--- src/rtl/div_pkg.sv ---
// ---------------------------------------------------------------------------
// div_pkg
// Shared types and constants for the sequential divider (seq_div32) and its
// restoring-step sub-module (div_step).
//
// Contents:
//   div_state_e  : control FSM states IDLE / CALC / DONE
//   DIV_W        : default operand width
//   CNT_W        : iteration counter width for the default operand width
//   DIV_ZERO_Q   : quotient reported for a zero divisor (all ones)
// ---------------------------------------------------------------------------
package div_pkg;

    typedef enum logic [1:0] {
        IDLE = 2'd0,
        CALC = 2'd1,
        DONE = 2'd2
    } div_state_e;

    localparam int DIV_W = 32;
    localparam int CNT_W = $clog2(DIV_W);

    localparam logic [DIV_W-1:0] DIV_ZERO_Q = {DIV_W{1'b1}};

endpackage : div_pkg

--- src/rtl/div_step.sv ---
// ---------------------------------------------------------------------------
// div_step
// One restoring radix-2 division iteration, purely combinational.
// The partial remainder is shifted left by one with the next dividend bit
// entering at the LSB; if the result is not below the divisor magnitude the
// divisor is subtracted and the quotient bit is 1.
//
// Parameters:
//   WIDTH      : operand width
// Ports:
//   rem_in     : in  WIDTH  partial remainder (always < divisor)
//   bit_in     : in  1      next dividend bit, MSB first
//   divisor    : in  WIDTH  divisor magnitude (non-zero)
//   rem_out    : out WIDTH  updated partial remainder
//   q_bit      : out 1      quotient bit produced by this iteration
// ---------------------------------------------------------------------------
module div_step
    import div_pkg::*;
#(
    parameter int WIDTH = DIV_W
) (
    input  logic [WIDTH-1:0] rem_in,
    input  logic             bit_in,
    input  logic [WIDTH-1:0] divisor,
    output logic [WIDTH-1:0] rem_out,
    output logic             q_bit
);

    // The shifted remainder needs one extra bit: with an unsigned divisor
    // close to 2^WIDTH the remainder can approach 2^WIDTH before the shift.
    logic [WIDTH:0] trial_s;
    logic [WIDTH:0] divisor_ext_s;

    // Trial subtraction and restore decision.
    always_comb begin
        trial_s       = {rem_in, bit_in};
        divisor_ext_s = {1'b0, divisor};
        if (trial_s >= divisor_ext_s) begin
            // The difference is below the divisor, so it fits in WIDTH bits.
            rem_out = WIDTH'(trial_s - divisor_ext_s);
            q_bit   = 1'b1;
        end else begin
            rem_out = trial_s[WIDTH-1:0];
            q_bit   = 1'b0;
        end
    end

endmodule : div_step

--- src/rtl/seq_div32.sv ---
// ---------------------------------------------------------------------------
// seq_div32
// Multi-cycle restoring integer divider with valid/ready handshakes on both
// sides. Each operand is independently signed or unsigned (_ns = 1 means
// unsigned). Magnitudes are divided unsigned and signs are re-applied when
// the result is registered: the quotient is negative when exactly one operand
// is negative, the remainder takes the sign of the dividend.
//
// A zero divisor skips the iteration and reports quotient = all ones,
// remainder = original dividend, o_div_by_zero = 1 one cycle after accept.
// Otherwise o_valid rises WIDTH+1 cycles after the accept cycle
// (WIDTH/2+1 with the two-step-per-cycle build).
//
// Build option:
//   SEQ_DIV_RADIX4_EN : when defined, two cascaded restoring steps run per
//                       CALC cycle, halving the iteration count.
//
// Parameters:
//   WIDTH          : operand width (even, >= 4)
// Ports:
//   i_clk          : in  1      clock
//   i_rstn         : in  1      asynchronous active-low reset
//   i_valid        : in  1      request valid
//   o_ready        : out 1      request can be accepted (state IDLE)
//   i_dividend_ns  : in  1      dividend is unsigned
//   i_divisor_ns   : in  1      divisor is unsigned
//   i_dividend     : in  WIDTH  dividend
//   i_divisor      : in  WIDTH  divisor
//   o_valid        : out 1      result valid (state DONE)
//   i_ready        : in  1      consumer accepts the result
//   o_quotient     : out WIDTH  quotient
//   o_remainder    : out WIDTH  remainder
//   o_div_by_zero  : out 1      divisor was zero
// ---------------------------------------------------------------------------
module seq_div32
    import div_pkg::*;
#(
    parameter int WIDTH = DIV_W
) (
    input  logic             i_clk,
    input  logic             i_rstn,
    input  logic             i_valid,
    output logic             o_ready,
    input  logic             i_dividend_ns,
    input  logic             i_divisor_ns,
    input  logic [WIDTH-1:0] i_dividend,
    input  logic [WIDTH-1:0] i_divisor,
    output logic             o_valid,
    input  logic             i_ready,
    output logic [WIDTH-1:0] o_quotient,
    output logic [WIDTH-1:0] o_remainder,
    output logic             o_div_by_zero
);

    localparam int CNT_W_L = $clog2(WIDTH);

`ifdef SEQ_DIV_RADIX4_EN
    localparam logic [CNT_W_L-1:0] CNT_LOAD = CNT_W_L'(WIDTH / 2 - 1);
`else
    localparam logic [CNT_W_L-1:0] CNT_LOAD = CNT_W_L'(WIDTH - 1);
`endif

    // Control
    div_state_e         state_r;
    div_state_e         state_nxt_s;
    logic               ready_r;
    logic               valid_r;
    logic               ready_nxt_s;
    logic               valid_nxt_s;
    logic [CNT_W_L-1:0] cnt_r;

    // Datapath: qd_r starts as |dividend|; dividend bits leave at the MSB
    // while quotient bits enter at the LSB, so it ends holding |quotient|.
    logic [WIDTH-1:0]   qd_r;
    logic [WIDTH-1:0]   dvs_r;
    logic [WIDTH-1:0]   rem_r;
    logic               neg_a_r;
    logic               neg_b_r;

    // Result registers
    logic [WIDTH-1:0]   quotient_r;
    logic [WIDTH-1:0]   remainder_r;
    logic               dbz_r;

    // Request decode
    logic               accept_s;
    logic               neg_a_s;
    logic               neg_b_s;
    logic               div_zero_s;
    logic [WIDTH-1:0]   mag_a_s;
    logic [WIDTH-1:0]   mag_b_s;

    // Iteration outputs
    logic [WIDTH-1:0]   rem1_s;
    logic               qb1_s;
    logic [WIDTH-1:0]   rem_fin_s;
    logic [WIDTH-1:0]   qd_fin_s;
    logic [WIDTH-1:0]   q_signed_s;
    logic [WIDTH-1:0]   r_signed_s;

    assign o_ready       = ready_r;
    assign o_valid       = valid_r;
    assign o_quotient    = quotient_r;
    assign o_remainder   = remainder_r;
    assign o_div_by_zero = dbz_r;

    // Request decode: sign detection and magnitude conversion of both operands.
    // The magnitude of the most negative value is 2^(WIDTH-1), which still
    // fits as an unsigned WIDTH-bit number.
    always_comb begin
        accept_s   = i_valid & ready_r;
        neg_a_s    = ~i_dividend_ns & i_dividend[WIDTH-1];
        neg_b_s    = ~i_divisor_ns & i_divisor[WIDTH-1];
        div_zero_s = (i_divisor == {WIDTH{1'b0}});
        if (neg_a_s) begin
            mag_a_s = ~i_dividend + WIDTH'(1);
        end else begin
            mag_a_s = i_dividend;
        end
        if (neg_b_s) begin
            mag_b_s = ~i_divisor + WIDTH'(1);
        end else begin
            mag_b_s = i_divisor;
        end
    end

    div_step #(
        .WIDTH   (WIDTH)
    ) u_step0 (
        .rem_in  (rem_r),
        .bit_in  (qd_r[WIDTH-1]),
        .divisor (dvs_r),
        .rem_out (rem1_s),
        .q_bit   (qb1_s)
    );

`ifdef SEQ_DIV_RADIX4_EN
    logic [WIDTH-1:0]   rem2_s;
    logic               qb2_s;

    div_step #(
        .WIDTH   (WIDTH)
    ) u_step1 (
        .rem_in  (rem1_s),
        .bit_in  (qd_r[WIDTH-2]),
        .divisor (dvs_r),
        .rem_out (rem2_s),
        .q_bit   (qb2_s)
    );

    // Two quotient bits per cycle.
    always_comb begin
        rem_fin_s = rem2_s;
        qd_fin_s  = {qd_r[WIDTH-3:0], qb1_s, qb2_s};
    end
`else
    // One quotient bit per cycle.
    always_comb begin
        rem_fin_s = rem1_s;
        qd_fin_s  = {qd_r[WIDTH-2:0], qb1_s};
    end
`endif

    // Sign restoration applied on the final iteration. The most negative
    // dividend over -1 yields |q| = 2^(WIDTH-1) with no negation, which is
    // already the wrapped two's-complement result.
    always_comb begin
        if (neg_a_r ^ neg_b_r) begin
            q_signed_s = ~qd_fin_s + WIDTH'(1);
        end else begin
            q_signed_s = qd_fin_s;
        end
        if (neg_a_r) begin
            r_signed_s = ~rem_fin_s + WIDTH'(1);
        end else begin
            r_signed_s = rem_fin_s;
        end
    end

    // State register plus registered handshake outputs.
    always_ff @(posedge i_clk or negedge i_rstn) begin
        if (!i_rstn) begin
            state_r <= IDLE;
            ready_r <= 1'b1;
            valid_r <= 1'b0;
        end else begin
            state_r <= state_nxt_s;
            ready_r <= ready_nxt_s;
            valid_r <= valid_nxt_s;
        end
    end

    // Next-state logic.
    always_comb begin
        state_nxt_s = state_r;
        case (state_r)
            IDLE: begin
                if (accept_s) begin
                    state_nxt_s = div_zero_s ? DONE : CALC;
                end else begin
                    state_nxt_s = IDLE;
                end
            end
            CALC: begin
                if (cnt_r == {CNT_W_L{1'b0}}) begin
                    state_nxt_s = DONE;
                end else begin
                    state_nxt_s = CALC;
                end
            end
            DONE: begin
                // No accept while DONE: the new request waits for IDLE.
                if (i_ready) begin
                    state_nxt_s = IDLE;
                end else begin
                    state_nxt_s = DONE;
                end
            end
            default: begin
                state_nxt_s = IDLE;
            end
        endcase
    end

    // Handshake output decode from the upcoming state so the flops match it.
    always_comb begin
        ready_nxt_s = 1'b0;
        valid_nxt_s = 1'b0;
        case (state_nxt_s)
            IDLE:    ready_nxt_s = 1'b1;
            DONE:    valid_nxt_s = 1'b1;
            CALC:    ready_nxt_s = 1'b0;
            default: ready_nxt_s = 1'b0;
        endcase
    end

    // Datapath and result registers. Results are only written on entry to
    // DONE, so they stay stable through DONE and the following IDLE.
    always_ff @(posedge i_clk or negedge i_rstn) begin
        if (!i_rstn) begin
            cnt_r       <= {CNT_W_L{1'b0}};
            qd_r        <= {WIDTH{1'b0}};
            dvs_r       <= {WIDTH{1'b0}};
            rem_r       <= {WIDTH{1'b0}};
            neg_a_r     <= 1'b0;
            neg_b_r     <= 1'b0;
            quotient_r  <= {WIDTH{1'b0}};
            remainder_r <= {WIDTH{1'b0}};
            dbz_r       <= 1'b0;
        end else begin
            case (state_r)
                IDLE: begin
                    if (accept_s) begin
                        neg_a_r <= neg_a_s;
                        neg_b_r <= neg_b_s;
                        qd_r    <= mag_a_s;
                        dvs_r   <= mag_b_s;
                        rem_r   <= {WIDTH{1'b0}};
                        cnt_r   <= CNT_LOAD;
                        if (div_zero_s) begin
                            quotient_r  <= {WIDTH{1'b1}};
                            remainder_r <= i_dividend;
                            dbz_r       <= 1'b1;
                        end
                    end
                end
                CALC: begin
                    rem_r <= rem_fin_s;
                    qd_r  <= qd_fin_s;
                    if (cnt_r == {CNT_W_L{1'b0}}) begin
                        quotient_r  <= q_signed_s;
                        remainder_r <= r_signed_s;
                        dbz_r       <= 1'b0;
                    end else begin
                        cnt_r <= cnt_r - CNT_W_L'(1);
                    end
                end
                DONE: begin
                    dbz_r <= dbz_r;
                end
                default: begin
                    dbz_r <= dbz_r;
                end
            endcase
        end
    end

endmodule : seq_div32

--- config.mk ---
export PLATFORM = sky130hd
export DESIGN_NAME = seq_div32
export DESIGN_NICKNAME = d
export VERILOG_FILES = /design/src/rtl/div_pkg.sv /design/src/rtl/div_step.sv /design/src/rtl/seq_div32.sv
export SDC_FILE = /design/constraint.sdc
export NUM_CORES = 1
export LEC_CHECK = 0
export CAP_MARGIN = 10
export CORE_UTILIZATION = 55
export DETAILED_ROUTE_END_ITERATION = 16
export DONT_BUFFER_PORTS = 1
export PLACE_DENSITY_LB_ADDON = 0.12
export SLEW_MARGIN = 40
export SYNTH_ARGS = -nofsm -noshare
export SYNTH_HDL_FRONTEND = slang
export SYNTH_SLANG_ARGS = --single-unit
--- constraint.sdc ---
create_clock -name i_clk -period 15.45 [get_ports i_clk]
set_input_delay 3.09 -clock i_clk [delete_from_list [all_inputs] [get_ports i_clk]]
set_output_delay 3.09 -clock i_clk [all_outputs]
set_load 0.05 [all_outputs]
* Yosys cells after proc, flatten, opt, wreduce, memory -nomap -nowiden
Index checks and enable logic that the tools add are counted.
** Word-level totals
- Bits in registers :: 172
- Bits in latches :: 0
- Bits in writable memories :: 0
- Memory bits (read-only) :: 0
- Bits of input ports :: 70
- Output and inout port bits :: 67
- Logic and storage cells :: 77
- Memories kept :: 0
** Cells by class
- Add/subtract/negate cells :: 6
- $mul :: 0
- Divide/modulo/power cells :: 0
- $lt $le $gt $ge :: 1
- Equality and inequality tests :: 7
- Shift operators :: 0
- Multiplexer cells :: 32
- Bitwise logic cells :: 10
- Reduce and logical (&&, ||, !) cells :: 9
** Operators by type and width (count)
- two-way mux 32 bit :: 13
- case mux 32 bit (2 select lines) :: 4
- adder 32 x 1 -> 32 bit (second input constant) :: 4
- inverter 32 bit :: 4
- >= comparator 33 x 32 -> 1 bit :: 1
- logical NOT 32 bit :: 1
- subtractor 32 bit :: 1
- two-way mux 5 bit :: 2
- case mux 5 bit (2 select lines) :: 1
- two-way mux 2 bit :: 4
- != test 2 bit (second input constant) :: 4
- two-way mux 1 bit :: 6
- case mux 2 bit (3 select lines) :: 1
- logical NOT 5 bit :: 1
- subtractor 5 x 1 -> 5 bit (second input constant) :: 1
- equality test 2 bit (second input constant) :: 2
- logical NOT 2 bit :: 2
- AND reduction 2 bit :: 2
- AND reduction 4 bit :: 1
- AND 1 bit :: 3
- AND reduction 3 bit :: 1
- equality test 2 x 1 -> 1 bit (second input constant) :: 1
- inverter 1 bit :: 2
- case mux 1 bit (2 select lines) :: 1
- other kinds (2) :: 2

* Logic depth before layout (Yosys ltp)
- Word-level depth :: 7
- Gate-level depth with buffers :: 25
- Mapped depth without buffers :: 20

* Cells and area by module
Synthesis repeated with hierarchy kept, for this count alone.
** Second synthesis, totals
- Cell total of the unflattened synthesis :: 1457
- Area total of the unflattened synthesis :: 12041.5 µm²
** Modules (own cells, without submodules)
- seq_div32 :: instances 1, cells an instance 1129, area an instance 9638.0 µm², sequential area each 4305.4 µm²
- div_step :: instances 1, cells an instance 328, area an instance 2403.6 µm², sequential area each 0.0 µm²

* Worst setup path after synthesis
Ideal clock, no wire load.
- Path kind :: input to register
- From :: input port i_dividend[8]
- To :: register qd_r[29]
- Setup time :: 135 ps
- Data arrival time :: 5585 ps
- Required time :: 15315 ps
- Slack :: 9730 ps
- Cell stages on the path :: 10
- Buffers on the path :: 0
- Path through :: or4_1 or2_2 nor3_1 nand3_1 or4_1 o41ai_1 xor2_1 nor2_1 a21oi_1 o21ai_0
** On the way
- Word-level cells in the longest chain between the ends :: 5
** RTL lines
- start: declaration :: RTL line seq_div32.sv:46 : input logic [WIDTH-1:0] i_dividend,
- inverter 32 bit :: RTL line seq_div32.sv:116 : mag_a_s = ~i_dividend + WIDTH'(1);
- adder 32 x 1 -> 32 bit :: RTL line seq_div32.sv:116
- two-way mux 32 bit :: RTL line seq_div32.sv:115 : if (neg_a_s) begin
- two-way mux 32 bit :: RTL line seq_div32.sv:253 : if (accept_s) begin
- case mux 32 bit (2 select lines) :: RTL line seq_div32.sv:251 : case (state_r)
- end signal: assignment :: RTL line seq_div32.sv:242 : qd_r <= {WIDTH{1'b0}};
- end signal: assignment :: RTL line seq_div32.sv:256 : qd_r <= mag_a_s;
- end signal: assignment :: RTL line seq_div32.sv:269 : qd_r <= qd_fin_s;
- end: declaration :: RTL line seq_div32.sv:74 : logic [WIDTH-1:0] qd_r;
Every way passes these cells. The select of a mux whose other input is x is not followed.
A chain may end at the register's enable or synchronous reset.

* Worst setup path after layout
- From :: input port i_divisor[6]
- To :: register remainder_r[31], in the netlist o_remainder[31]
** On the way
- Word-level cells in the longest chain between the ends :: 3
** RTL lines
- start: declaration :: RTL line seq_div32.sv:47 : input logic [WIDTH-1:0] i_divisor,
- logical NOT 32 bit :: RTL line seq_div32.sv:114 : div_zero_s = (i_divisor == {WIDTH{1'b0}});
- != test 2 bit (no source line)
- AND reduction 4 bit (no source line)
- end signal: assignment :: RTL line seq_div32.sv:248 : remainder_r <= {WIDTH{1'b0}};
- end signal: assignment :: RTL line seq_div32.sv:262 : remainder_r <= i_dividend;
- end signal: assignment :: RTL line seq_div32.sv:272 : remainder_r <= r_signed_s;
- end: declaration :: RTL line seq_div32.sv:82 : logic [WIDTH-1:0] remainder_r;
Every way passes these cells.

==> metrics.txt <==
status=finished, violations left; violated checks=design-rule violations; die area=23200 um^2; post-synthesis instance area=12400 um^2; R2R Setup Slk=9.51 ns; Ys Warns=0; antenna viol nets, final=0; Root Buffer=clkbuf_16; CP required=15.84 ns; vias in the first global route=10700; top cells by area, synth=dfrtp_1 34%, a21oi_1 6.1%, o21ai_0 5.7%; RSZ-0062 raised after global routing=false; met3 WL post-DR=3080 um; CTS tree=yes; post-synthesis average cell area=8.05 um^2; max cap viols=0; P&R area growth vs syn=5.46%; worst skew pair latency=0.45 ns; Cell variety after synth=85; top layer in use=met4; Synthesized Nets=1650; Vias=11400; TritonRoute pass-1 iters=13; Final Net Count=1581; post-synthesis compound-gate area fraction=25.2%; register area=4310 um^2; met2 WL=16000 um; CTS max path bufs=2; Top FF cell, synth=dfrtp_1; commonest non-fill, non-tap cells in the layout=171 x dfrtp_1, 160 x nand2_1, 154 x nor2_1, 152 x a21oi_1, 142 x o21ai_0; Slew Limit Fails=0; Seq cells post-synth=172; fin crit share=39.6%; cts-stage hold buffer count=0; Post-Synth Adder-Cell Area=3.89%; max incr delay on CP=0.57 ns; number of gates resized after CTS=0; Iter 0 DRT Violations=1014; final setup vio count=0; hold crit path type=flop to flop; crit path max fanout=84; cells after synthesis=1542; Via-to-Cell Ratio=6.46; drt drc=7; most used cell along the critical path=nand3_1; Row Count=54; Post-CTS Setup Bufs=0; hpwl dp=25900 um; Filler Cell Count=2003; antenna violations before repair=0; Slowest cell on crit path=or4_1; Finished Layout Cells=1766; Critical Path End Type=flop; first-pass GRT wire length=58900 um; Synth top area share=34.5%; drt wl/cell=20.3 um; total gr overflow=0; leading area contributor after synthesis=dfrtp_1; layout cells sized above 1=5.72%; xor/xnor share of the synthesized area=8.67%; WL met1=15900 um; dpl cells=1734; Max Clock Freq=163 MHz; Initial Utilization=56.6%; io pins=137; CP arrival=6.51 ns; Chip Width=152 um; RD Place Congestion=0.926; worst slew pin tran=0.816 ns; Multi-input gate area=7570 um^2; gr usage total=32.0%; clk_skew=0.0229 ns; CP Cell Sequence=or4_1, or3_1, nor3_1, nand2_1, nor2_1, nand3b_1, o21ai_4, buf_6, o21ai_0, nor3b_1, nand3_1, nand3_1; Seq/Total Area, Yosys=34.7%; EDFF count, synth=0; Placeable Area=22000 um^2; simple-gate share of the synthesized area=20.9%; final hold vios=0; startpoint types=primary input; H-Tree Depth=4; Routed WL=35900 um; largest family of logic cells by synthesized area=compound AO/OA/AOI/OAI gates; relative slew slack=45.6%; Num CTS Buffers=17; IO buf count=0; min Tclk post-route=6.12 ns; critical setup path kind=primary input to flop; CTS clk-pin slew, worst paths=0.08 ns; Clock Sinks=172; most common cell after layout, fill and taps aside=dfrtp_1; ys async rst share=100%; fin util=59.6%; Sum Neg Setup Slack=0 ns; mux share of post-synthesis cell area=1.89%; die height=152 um; pin count of the biggest net entering global routing=173; diode count=0
-- final cells by class --
type	count	area share, %
Tap cell	280	2.67
Multi-Input combinational cell	1223	57.8
Inverter	49	1.44
Clock inverter	15	1.32
Clock buffer	17	3.25
Sequential cell	172	32.9
Timing Repair Buffer	10	0.630
-- Yosys cell counts, drive strengths merged, types with 9 or more instances --
cell	n
inv	49
nor2	155
nand2	161
xor2	62
a21oi	157
a211oi	11
o21ai	150
nor4	16
ha	37
or3	23
nor3	34
a21o	18
and3	17
nand4	13
o31ai	25
clkbuf	69
mux2i	22
buf	29
and2	9
nor2b	9
a31oi	28
xnor2	61
o22ai	21
dfrtp	171
o41ai	11
nand3	51
or4	18
nand2b	11
-- worst max-delay path, delay by kind of cell --
family / cells / cell delay (ns)
and+or+nand+nor: 9 / 2.57
buffers and inverters: 1 / 0.47
AOI/OAI and AO/OA: 2 / 0.35
-- registers in the layout (all words and copies together) (netlist names) --
signal         flops
cnt_r              5
dvs_r             32
neg_a_r            1
neg_b_r            1
o_div_by_zero      1
o_quotient        32
o_ready            1
o_remainder       32
o_valid            1
qd_r              32
rem_r             32
state_r            2
-- metrics by stage --
step	hold WS (ns)	instance area [um^2]	setup WS [ns]
finish	0.484	13100	9.33
floorplan	0.450	12400	9.73
global route	0.510	13100	8.98
detailed placement	0.471	12500	8.70
global placement	0.465	12500	8.80
CTS	0.490	13100	9.15
-- routing by layer --
layer,GRT usage [%],vias up
met4,10.8,0
met3,9.64,57
li1,-,5449
met1,43.0,5499
met5,0,-
met2,49.0,401
-- worst paths after layout --
| kind | start | endpoint | cells after the start |
|---|---|---|---|
| worst min register to register | dvs_r[23] | dvs_r[23] | 2 |
| worst max-delay path | i_divisor[6] | o_remainder[31] | 12 |
| worst max register to register | rem_r[8] | o_remainder[30] | 18 |
| max in group asynchronous | i_rstn | o_ready | 0 |
| worst min-delay path | dvs_r[23] | dvs_r[23] | 2 |
| min in group asynchronous | i_rstn | dvs_r[22] | 0 |
-- cell families (layout without fill, tap and decap cells) --
kind of cell	Yosys count	after routing
AO/OA/AOI/OAI	501	501
XOR/XNOR	123	123
adder cells (fa/ha/maj)	38	38
buffers and inverters	147	91
multiplexers	23	23
flip-flops	172	172
AND/OR/NAND/NOR	538	538
Power is left out: the tool's default activity adds up to more than one toggle a clock period on the data nets, which glitch-free logic cannot reach.
